<file path="src/rtl/mem_access_unit_pkg.sv">
// mem_access_unit_pkg: pipeline records, memory FSM states and access-size constants
package mem_access_unit_pkg;
  typedef enum logic [1:0] {IDLE, REQ, WAIT} mem_state_t;
  localparam logic [2:0] F3_LB  = 3'b000;
  localparam logic [2:0] F3_LH  = 3'b001;
  localparam logic [2:0] F3_LW  = 3'b010;
  localparam logic [2:0] F3_LD  = 3'b011;
  localparam logic [2:0] F3_LBU = 3'b100;
  localparam logic [2:0] F3_LHU = 3'b101;
  localparam logic [2:0] F3_LWU = 3'b110;
  localparam logic [2:0] MSIZE1 = 3'd0;
  localparam logic [2:0] MSIZE2 = 3'd1;
  localparam logic [2:0] MSIZE4 = 3'd2;
  localparam logic [2:0] MSIZE8 = 3'd3;
  typedef struct packed {
    logic regwrite;
    logic memread;
    logic memwrite;
  } ctl_t;
  typedef struct packed {
    logic        valid;
    logic [63:0] pc;
    logic [31:0] instr;
    ctl_t        ctl;
    logic [4:0]  dst;
    logic [63:0] result;
    logic [63:0] rd2;
  } excute_data_t;
  typedef struct packed {
    logic        valid;
    logic [63:0] pc;
    logic [31:0] instr;
    ctl_t        ctl;
    logic [4:0]  dst;
    logic [63:0] result;
    logic [63:0] addr;
  } memory_data_t;
  typedef struct packed {
    logic        ismem;
    logic [4:0]  dst;
    logic [63:0] data;
  } tran_t;
  function automatic logic is_mem(ctl_t c);
    return c.memread | c.memwrite;
  endfunction
endpackage

</file>
<file path="src/rtl/mem_access_unit_align.sv">
// mem_align: store lane steering and load extraction/extension for one bus word
module mem_align import mem_access_unit_pkg::*; (
  input  logic [2:0]  i_funct3,
  input  logic [2:0]  i_off,
  input  logic [63:0] i_rd2,
  input  logic [63:0] i_rdata,
  output logic [2:0]  o_size,
  output logic [7:0]  o_mask,
  output logic [63:0] o_wdata,
  output logic [63:0] o_rdata
);
  logic [63:0] w_raw;
  assign o_size = i_funct3[1:0] == 2'd0 ? MSIZE1 : i_funct3[1:0] == 2'd1 ? MSIZE2 :
                  i_funct3[1:0] == 2'd2 ? MSIZE4 : MSIZE8;
  assign o_mask = (o_size == MSIZE1 ? 8'h01 : o_size == MSIZE2 ? 8'h03 :
                   o_size == MSIZE4 ? 8'h0F : 8'hFF) << i_off;
  assign o_wdata = i_rd2 << {i_off, 3'b000};
  assign w_raw = i_rdata >> {i_off, 3'b000};
  // Extend the addressed bytes to 64 bits, signed or unsigned by funct3
  always_comb begin
    o_rdata = w_raw;
    case (i_funct3)
      F3_LB:   o_rdata = {{56{w_raw[7]}}, w_raw[7:0]};
      F3_LH:   o_rdata = {{48{w_raw[15]}}, w_raw[15:0]};
      F3_LW:   o_rdata = {{32{w_raw[31]}}, w_raw[31:0]};
      F3_LBU:  o_rdata = {56'd0, w_raw[7:0]};
      F3_LHU:  o_rdata = {48'd0, w_raw[15:0]};
      F3_LWU:  o_rdata = {32'd0, w_raw[31:0]};
      F3_LD:   o_rdata = w_raw;
      default: o_rdata = w_raw;
    endcase
  end
endmodule

</file>
<file path="src/rtl/mem_access_unit.sv">
// mem_access_unit: memory stage, runs LD/SD bus transactions and passes ALU results through
module mem_access_unit import mem_access_unit_pkg::*; #(
  parameter int ADDR_W = 64
) (
  input  logic              clk,
  input  logic              reset,
  input  excute_data_t      ex_in,
  output logic              ex_ready,
  output logic              dreq_valid,
  output logic [ADDR_W-1:0] dreq_addr,
  output logic [2:0]        dreq_size,
  output logic [7:0]        dreq_strobe,
  output logic [63:0]       dreq_data,
  input  logic              dresp_addr_ok,
  input  logic              dresp_data_ok,
  input  logic [63:0]       dresp_data,
  output memory_data_t      mem_out,
  output tran_t             fwd
);
  mem_state_t   r_state;
  excute_data_t r_cur;
  memory_data_t r_mem_out;
  logic         w_busy;
  logic         w_done;
  logic [7:0]   w_mask;
  logic [63:0]  w_load;
  assign w_busy = r_state != IDLE;
  assign w_done = (r_state == REQ && dresp_addr_ok && dresp_data_ok) || (r_state == WAIT && dresp_data_ok);
  assign ex_ready = r_state == IDLE;
  assign dreq_valid = w_busy;
  assign dreq_addr = {r_cur.result[ADDR_W-1:3], 3'b000};
  assign dreq_strobe = w_busy && r_cur.ctl.memwrite ? w_mask : 8'd0;
  assign mem_out = r_mem_out;
  mem_align u_align (
    .i_funct3(r_cur.instr[14:12]),
    .i_off   (r_cur.result[2:0]),
    .i_rd2   (r_cur.rd2),
    .i_rdata (dresp_data),
    .o_size  (dreq_size),
    .o_mask  (w_mask),
    .o_wdata (dreq_data),
    .o_rdata (w_load)
  );
  // Accept from execute, walk the bus handshake, register the writeback record
  always_ff @(posedge clk or posedge reset) begin
    if (reset) begin
      r_state <= IDLE;
      r_cur <= '0;
      r_mem_out <= '0;
    end else begin
      r_mem_out.valid <= 1'b0;
      case (r_state)
        IDLE: if (ex_in.valid && is_mem(ex_in.ctl)) begin
          r_cur <= ex_in;
          r_state <= REQ;
        end else if (ex_in.valid) begin
          r_mem_out <= '{valid: 1'b1, pc: ex_in.pc, instr: ex_in.instr, ctl: ex_in.ctl,
                         dst: ex_in.dst, result: ex_in.result, addr: 64'd0};
        end
        REQ: if (dresp_addr_ok) r_state <= dresp_data_ok ? IDLE : WAIT;
        WAIT: if (dresp_data_ok) r_state <= IDLE;
        default: r_state <= IDLE;
      endcase
      if (w_done)
        r_mem_out <= '{valid: 1'b1, pc: r_cur.pc, instr: r_cur.instr, ctl: r_cur.ctl, dst: r_cur.dst,
                       result: r_cur.ctl.memread ? w_load : r_cur.result, addr: r_cur.result};
    end
  end
  // Forwarding record: in-flight load destination while busy, else the registered result
  always_comb begin
    fwd.ismem = w_busy;
    fwd.dst = w_busy ? (r_cur.ctl.regwrite ? r_cur.dst : 5'd0) :
              (r_mem_out.valid && r_mem_out.ctl.regwrite ? r_mem_out.dst : 5'd0);
    fwd.data = w_busy ? 64'd0 : r_mem_out.result;
  end
endmodule

</file>
<file path="config.mk">
export PLATFORM = sky130hd
export DESIGN_NAME = mem_access_unit
export DESIGN_NICKNAME = d
export VERILOG_FILES = /design/src/rtl/mem_access_unit_pkg.sv /design/src/rtl/mem_access_unit_align.sv /design/src/rtl/mem_access_unit.sv
export SDC_FILE = /design/constraint.sdc
export NUM_CORES = 1
export LEC_CHECK = 0
export CORE_ASPECT_RATIO = 1.1
export CORE_MARGIN = 4
export CORE_UTILIZATION = 25
export CTS_CLUSTER_DIAMETER = 150
export DETAILED_ROUTE_END_ITERATION = 7
export HOLD_SLACK_MARGIN = 0.06
export PLACE_DENSITY = 0.46
export SYNTH_ARGS = -nofsm -noshare
export SYNTH_HDL_FRONTEND = slang
export SYNTH_SLANG_ARGS = --single-unit
</file>
<file path="constraint.sdc">
create_clock -name clk -period 17.05 [get_ports clk]
set_input_delay 3.41 -clock clk [delete_from_list [all_inputs] [get_ports clk]]
set_output_delay 3.41 -clock clk [all_outputs]
set_load 0.02 [all_outputs]
</file>
# Yosys cells after proc, flatten, opt, wreduce, memory -nomap -nowiden
# Index checks and enable logic that the tools add are counted.
# Widths: inputs -> output; s select.
dict set report classes {
  n_addsub 0
  n_mul 0
  n_div 0
  n_lt_le_gt_ge 0
  n_eq_ne 15
  shifts 3
  muxes 22
  n_bitwise 1
  n_reduce_logical 17
}
# operator count
set ops {}
lappend ops {{$mux 233} 4}
lappend ops {{$pmux 64 s6} 1}
lappend ops {{$mux 64} 2}
lappend ops {{$shl 64x6->64} 1}
lappend ops {{$shr 64x6->64} 1}
lappend ops {{$mux 8} 4}
lappend ops {{$mux 5} 3}
lappend ops {{$eq 3x3->1 const B} 3}
lappend ops {{$mux 2} 4}
lappend ops {{$shl 8x3->8} 1}
lappend ops {{$eq 3x1->1 const B} 2}
lappend ops {{$eq 3x2->1 const B} 2}
lappend ops {{$logic_and 1x1->1} 6}
lappend ops {{$logic_not 3->1} 2}
lappend ops {{$mux 3} 2}
lappend ops {{$ne 2x2->1 const B} 3}
lappend ops {{$pmux 2 s3} 1}
lappend ops {{$reduce_and 3->1} 2}
lappend ops {{$reduce_bool 2->1} 3}
lappend ops {{$eq 2x1->1 const B} 2}
lappend ops {{$eq 2x2->1 const B} 2}
lappend ops {{$logic_not 2->1} 2}
lappend ops {{$ne 2x1->1 const B} 1}
lappend ops {{$reduce_and 2->1} 1}
lappend ops {{other kinds (3)} 3}
dict set report word_totals {
  reg_bits 467
  latchBits 0
  ram_bits 0
  rom_bits 0
  out_inout_bits 444
  elab_cells 76
  mem_count 0
}

# Depth between registers and ports, before layout
dict set report depth {
  ltp_word 10
  mapped_depth 9
  ltp_nobuf 6
}

# Cells and area by module
# Synthesis repeated with hierarchy kept, for this count alone.
dict set report hier_totals {
  cells_unflattened 2680
  hier_area_um2 26626.8
}
# mod n_inst cells_each area_each_um2
set modules_own_cells {}
lappend modules_own_cells {mem_access_unit 1 2075 22211.3}
lappend modules_own_cells {mem_align 1 605 4415.5}

# Worst setup path before layout
# No wires, ideal clock.
dict set report synth_path {
  kind {flip-flop to output port}
  startpoint {register r_cur[65] (netlist bit)}
  endpoint {output port dreq_strobe[2]}
  arrival_time_ns 2.478
  required_time_ns 13.640
  setup_slack_ns 11.162
  stages_incl_launch_ff 8
  n_path_buf 5
  path_cell_list {dfrtp_1 -> buf_6 -> buf_4 -> buf_2 -> buf_2 -> buf_2 -> a211oi_1 -> a2111oi_0}
}
dict set report synth_via {
  elab_chain_len 2
}
# item line
set synth_lines {}
lappend synth_lines {{start, declared} mem_access_unit.sv:21} ;# excute_data_t r_cur;
lappend synth_lines {{start signal, assigned} mem_access_unit.sv:54} ;# r_cur <= ex_in;
lappend synth_lines {{$shl 8x3->8} mem_access_unit_align.sv:15} ;# assign o_mask = (o_size == MSIZE1 ? 8'h01 : o_size == MSIZE2 ? 8'h03 :
lappend synth_lines {{$mux 8} mem_access_unit.sv:32} ;# assign dreq_strobe = w_busy && r_cur.ctl.memwrite ? w_mask : 8'd0;
lappend synth_lines {{end, declared} mem_access_unit.sv:12} ;# output logic [7:0] dreq_strobe,
# No other way between the ends.

# Worst setup path after layout
dict set report layout_path {
  startpoint {register r_cur[65] (netlist bit)}
  endpoint {output port dreq_data[53]}
}
dict set report layout_via {
  elab_chain_len 1
}
# item line
set layout_lines {}
lappend layout_lines {{$shl 64x6->64} mem_access_unit_align.sv:17} ;# assign o_wdata = i_rd2 << {i_off, 3'b000};
lappend layout_lines {{end, declared} mem_access_unit.sv:13} ;# output logic [63:0] dreq_data,
# No other way between the ends.

==> run metrics <==
outcome finished, final reports clean; Pwr per Cell Area 176 nW/µm²; xor/xnor share of the synthesized area 0%; postcts setup bufs 0; Rows 119; Die W 304 µm; CTS sink count 467; Post-synth EDFFs 0; Final WS setup 9810 ps; pre-CTS setup slack 9700 ps; Clock Latency Late Sink 630 ps; I/O pins 745; main combinational cell family by area after synthesis multiplexers; port bufs 740; Switching Share 40.6%; maximum vdd drop 96.3 µV; final setup vio count 0; drt drc 0; combinational power share 47.1%; Detailed Route Iter0 Violations 1285; startpoint types register; Worst Tran Pin Value 1110 ps; vias in the first global route 21600; WP data arrival 3830 ps; Hold Path Class reg -> reg; Via Count 20700; Post-synth top cells dfrtp_1, nand2_1, mux2_2; Post-DP HPWL 80200 µm; Synth Flop Type dfrtp_1; clk slew on worst S/H paths 60 ps; Final #Nets 3203; grt ovf 0; Netlist Area Pre-Place 24000 µm²; Max clock buf depth 3; Worst Path Required 13640 ps; synthesized area per cell 10.4 µm²; Final Hold Fails 0; wire length per cell 25.7 µm; # Max-Cap Violations 0; Clock Skews 18.0 ps; Syn Inst Count 2321; RePlAce Congestion 0.877; RSZ-0062 raised after global routing false; GR Util met3 5.99%; worst hold slack 476 ps; share of flip-flops with an asynchronous set or reset 100%; Setup crit start r_cur[65]; area of the die 101000 µm²; initial core utilization 25.1%; GR Util met1 24.7%; share of cells above drive strength 1 14.5%; core area 95600 µm²; TritonCTS clock tree yes; Detailed Route WL 109000 µm; layout filler cell count 9565; relative slew slack 25.9%; Final Slew Violations 0; warnings from Yosys 0; Seq pwr share 32.4%; root buf cell clkbuf_16; Tcrit/Tclk final 42.4%; synth top area cells dfrtp_1, mux2_2, mux2i_1; first-pass GRT wire length 157000 µm; post-synthesis mux area share 20.2%; Tot GR Track Use 20.6%; Tmin final 7240 ps; top-count cell post-synth dfrtp_1; die height 333 µm; Clock power frac 20.5%; Seq cells post-synth 467; post-DR vias/cell 4.89; antenna violation net count after detailed routing 0; DRT Pass-1 Iters 5; register area share after synthesis 48.6%; post-synth top area cell dfrtp_1; Cell Int Power 3.56 mW; CTS Hold Bufs 0; Power Total 5.99 mW; Synth Area in Simple Gates 12.4%; Achievable Freq 0.138 GHz; Worst R2R Start r_state[1]; setup_tns 0 ps; Post-Synth Adder-Cell Area 0%; Syn-to-layout area delta 41.7%; met2 usage in global routing 35.9%; CTS Buf Count 56; Psw 2.43 mW; initial antenna violation count 26; CP Capture Type output port; largest net degree at the start of global routing 173; Yosys top cell area share 48.6%; P_leak 14.3 nW; Top Usage Layer GRT met2; class of the most critical setup path reg -> out; Synth Area in Compound Gates 13.2%; Hold Startpoint mem_out[150]; H-tree levels 2; count of different cell masters after synthesis 51; Resize count post-CTS 0; largest fanout on the critical path 52
-- per-layer routing --
| layer | vias up | wire [µm] | share of wire, % |
|---|---|---|---|
| met5 | - | 101 | 0.093 |
| li1 | 9394 | - | - |
| met3 | 150 | 7820 | 7.2 |
| met4 | 14 | 2910 | 2.7 |
| met2 | 703 | 53900 | 50 |
| met1 | 10400 | 43800 | 40 |
-- cell usage in the layout (no fill, tap or decap), drive strengths merged, types with 65 or more instances in the layout --
cell and instances:
a21oi 68, clkbuf 80, and2 73, mux2 270, dfrtp 467, a22oi 119, clkdlybuf4s50 740, nor2 65
o21ai 117, nand2 417, mux2i 174
-- flip-flops by register name, indices dropped and copies added (netlist names) --
name,cells
dreq_addr,61
r_state,2
mem_out,233
r_cur,171
-- per-stage QoR --
stage | utilization (%) | instances | area, µm²
3_5_place_dp | 33.6 | 4114 | 32100
5_1_grt | 35.6 | 4224 | 34000
3_3_place_gp | 33.6 | 4114 | 32100
4_1_cts | 35.6 | 4215 | 34000
2_1_floorplan | - | 2324 | 24100
6_report | 35.6 | 4233 | 34100
-- worst max-delay path, cell delays in order, from the launching register on --
cell	delay, ps
dfrtp_4	620
buf_4	400
nor2b_2	950
nand2_1	100
o21ai_0	180
nand2_1	90
o21ai_0	160
clkdlybuf4s50_1	690
-- layout make-up --
type                       instances  area [µm²]  share of cell area [%]
sequential                       467       11700                    34.3
timing repair buffer             779        7740                    22.7
clock inverter                    21         254                   0.746
inverter                           6        30.0                  0.0881
antenna                           18        45.0                   0.132
clock buffer                      80        1630                    4.79
multi-input combinational       1592       11100                    32.5
tap                             1270        1590                    4.66
-- power by group through the flow --
stage | combinational, mW | clock [mW] | sequential [mW]
final | 2.82 | 1.23 | 1.94
after global routing | 3.01 | 1.31 | 2.00
after CTS | 2.86 | 1.27 | 1.95
after detailed placement | 2.85 | 0 | 1.96
after global placement | 2.84 | 0 | 1.94
after floorplan | 1.30 | 0 | 2.07
-- cell families (layout without fill, tap and decap cells) --
group / count (synthesis) / after routing
AOI/OAI and AO/OA: 467 / 467
buffers and inverters: 265 / 886
other: 1 / 22
muxes: 447 / 447
and+or+nand+nor: 674 / 674
DFF: 467 / 467
-- path summary, 6_finish.rpt --
kind | end | slack (ps) | cells after the start
setup reg to reg | r_cur[193] | 13220 | 5
max in group asynchronous | r_cur[66] | 10670 | 5
hold reg to reg | mem_out[150] | 480 | 2
min in group asynchronous | mem_out[212] | 3250 | 2
hold / removal | mem_out[150] | 480 | 2
setup / recovery | dreq_data[53] | 9810 | 7
Note: power is estimated with default switching activity, not from simulation.
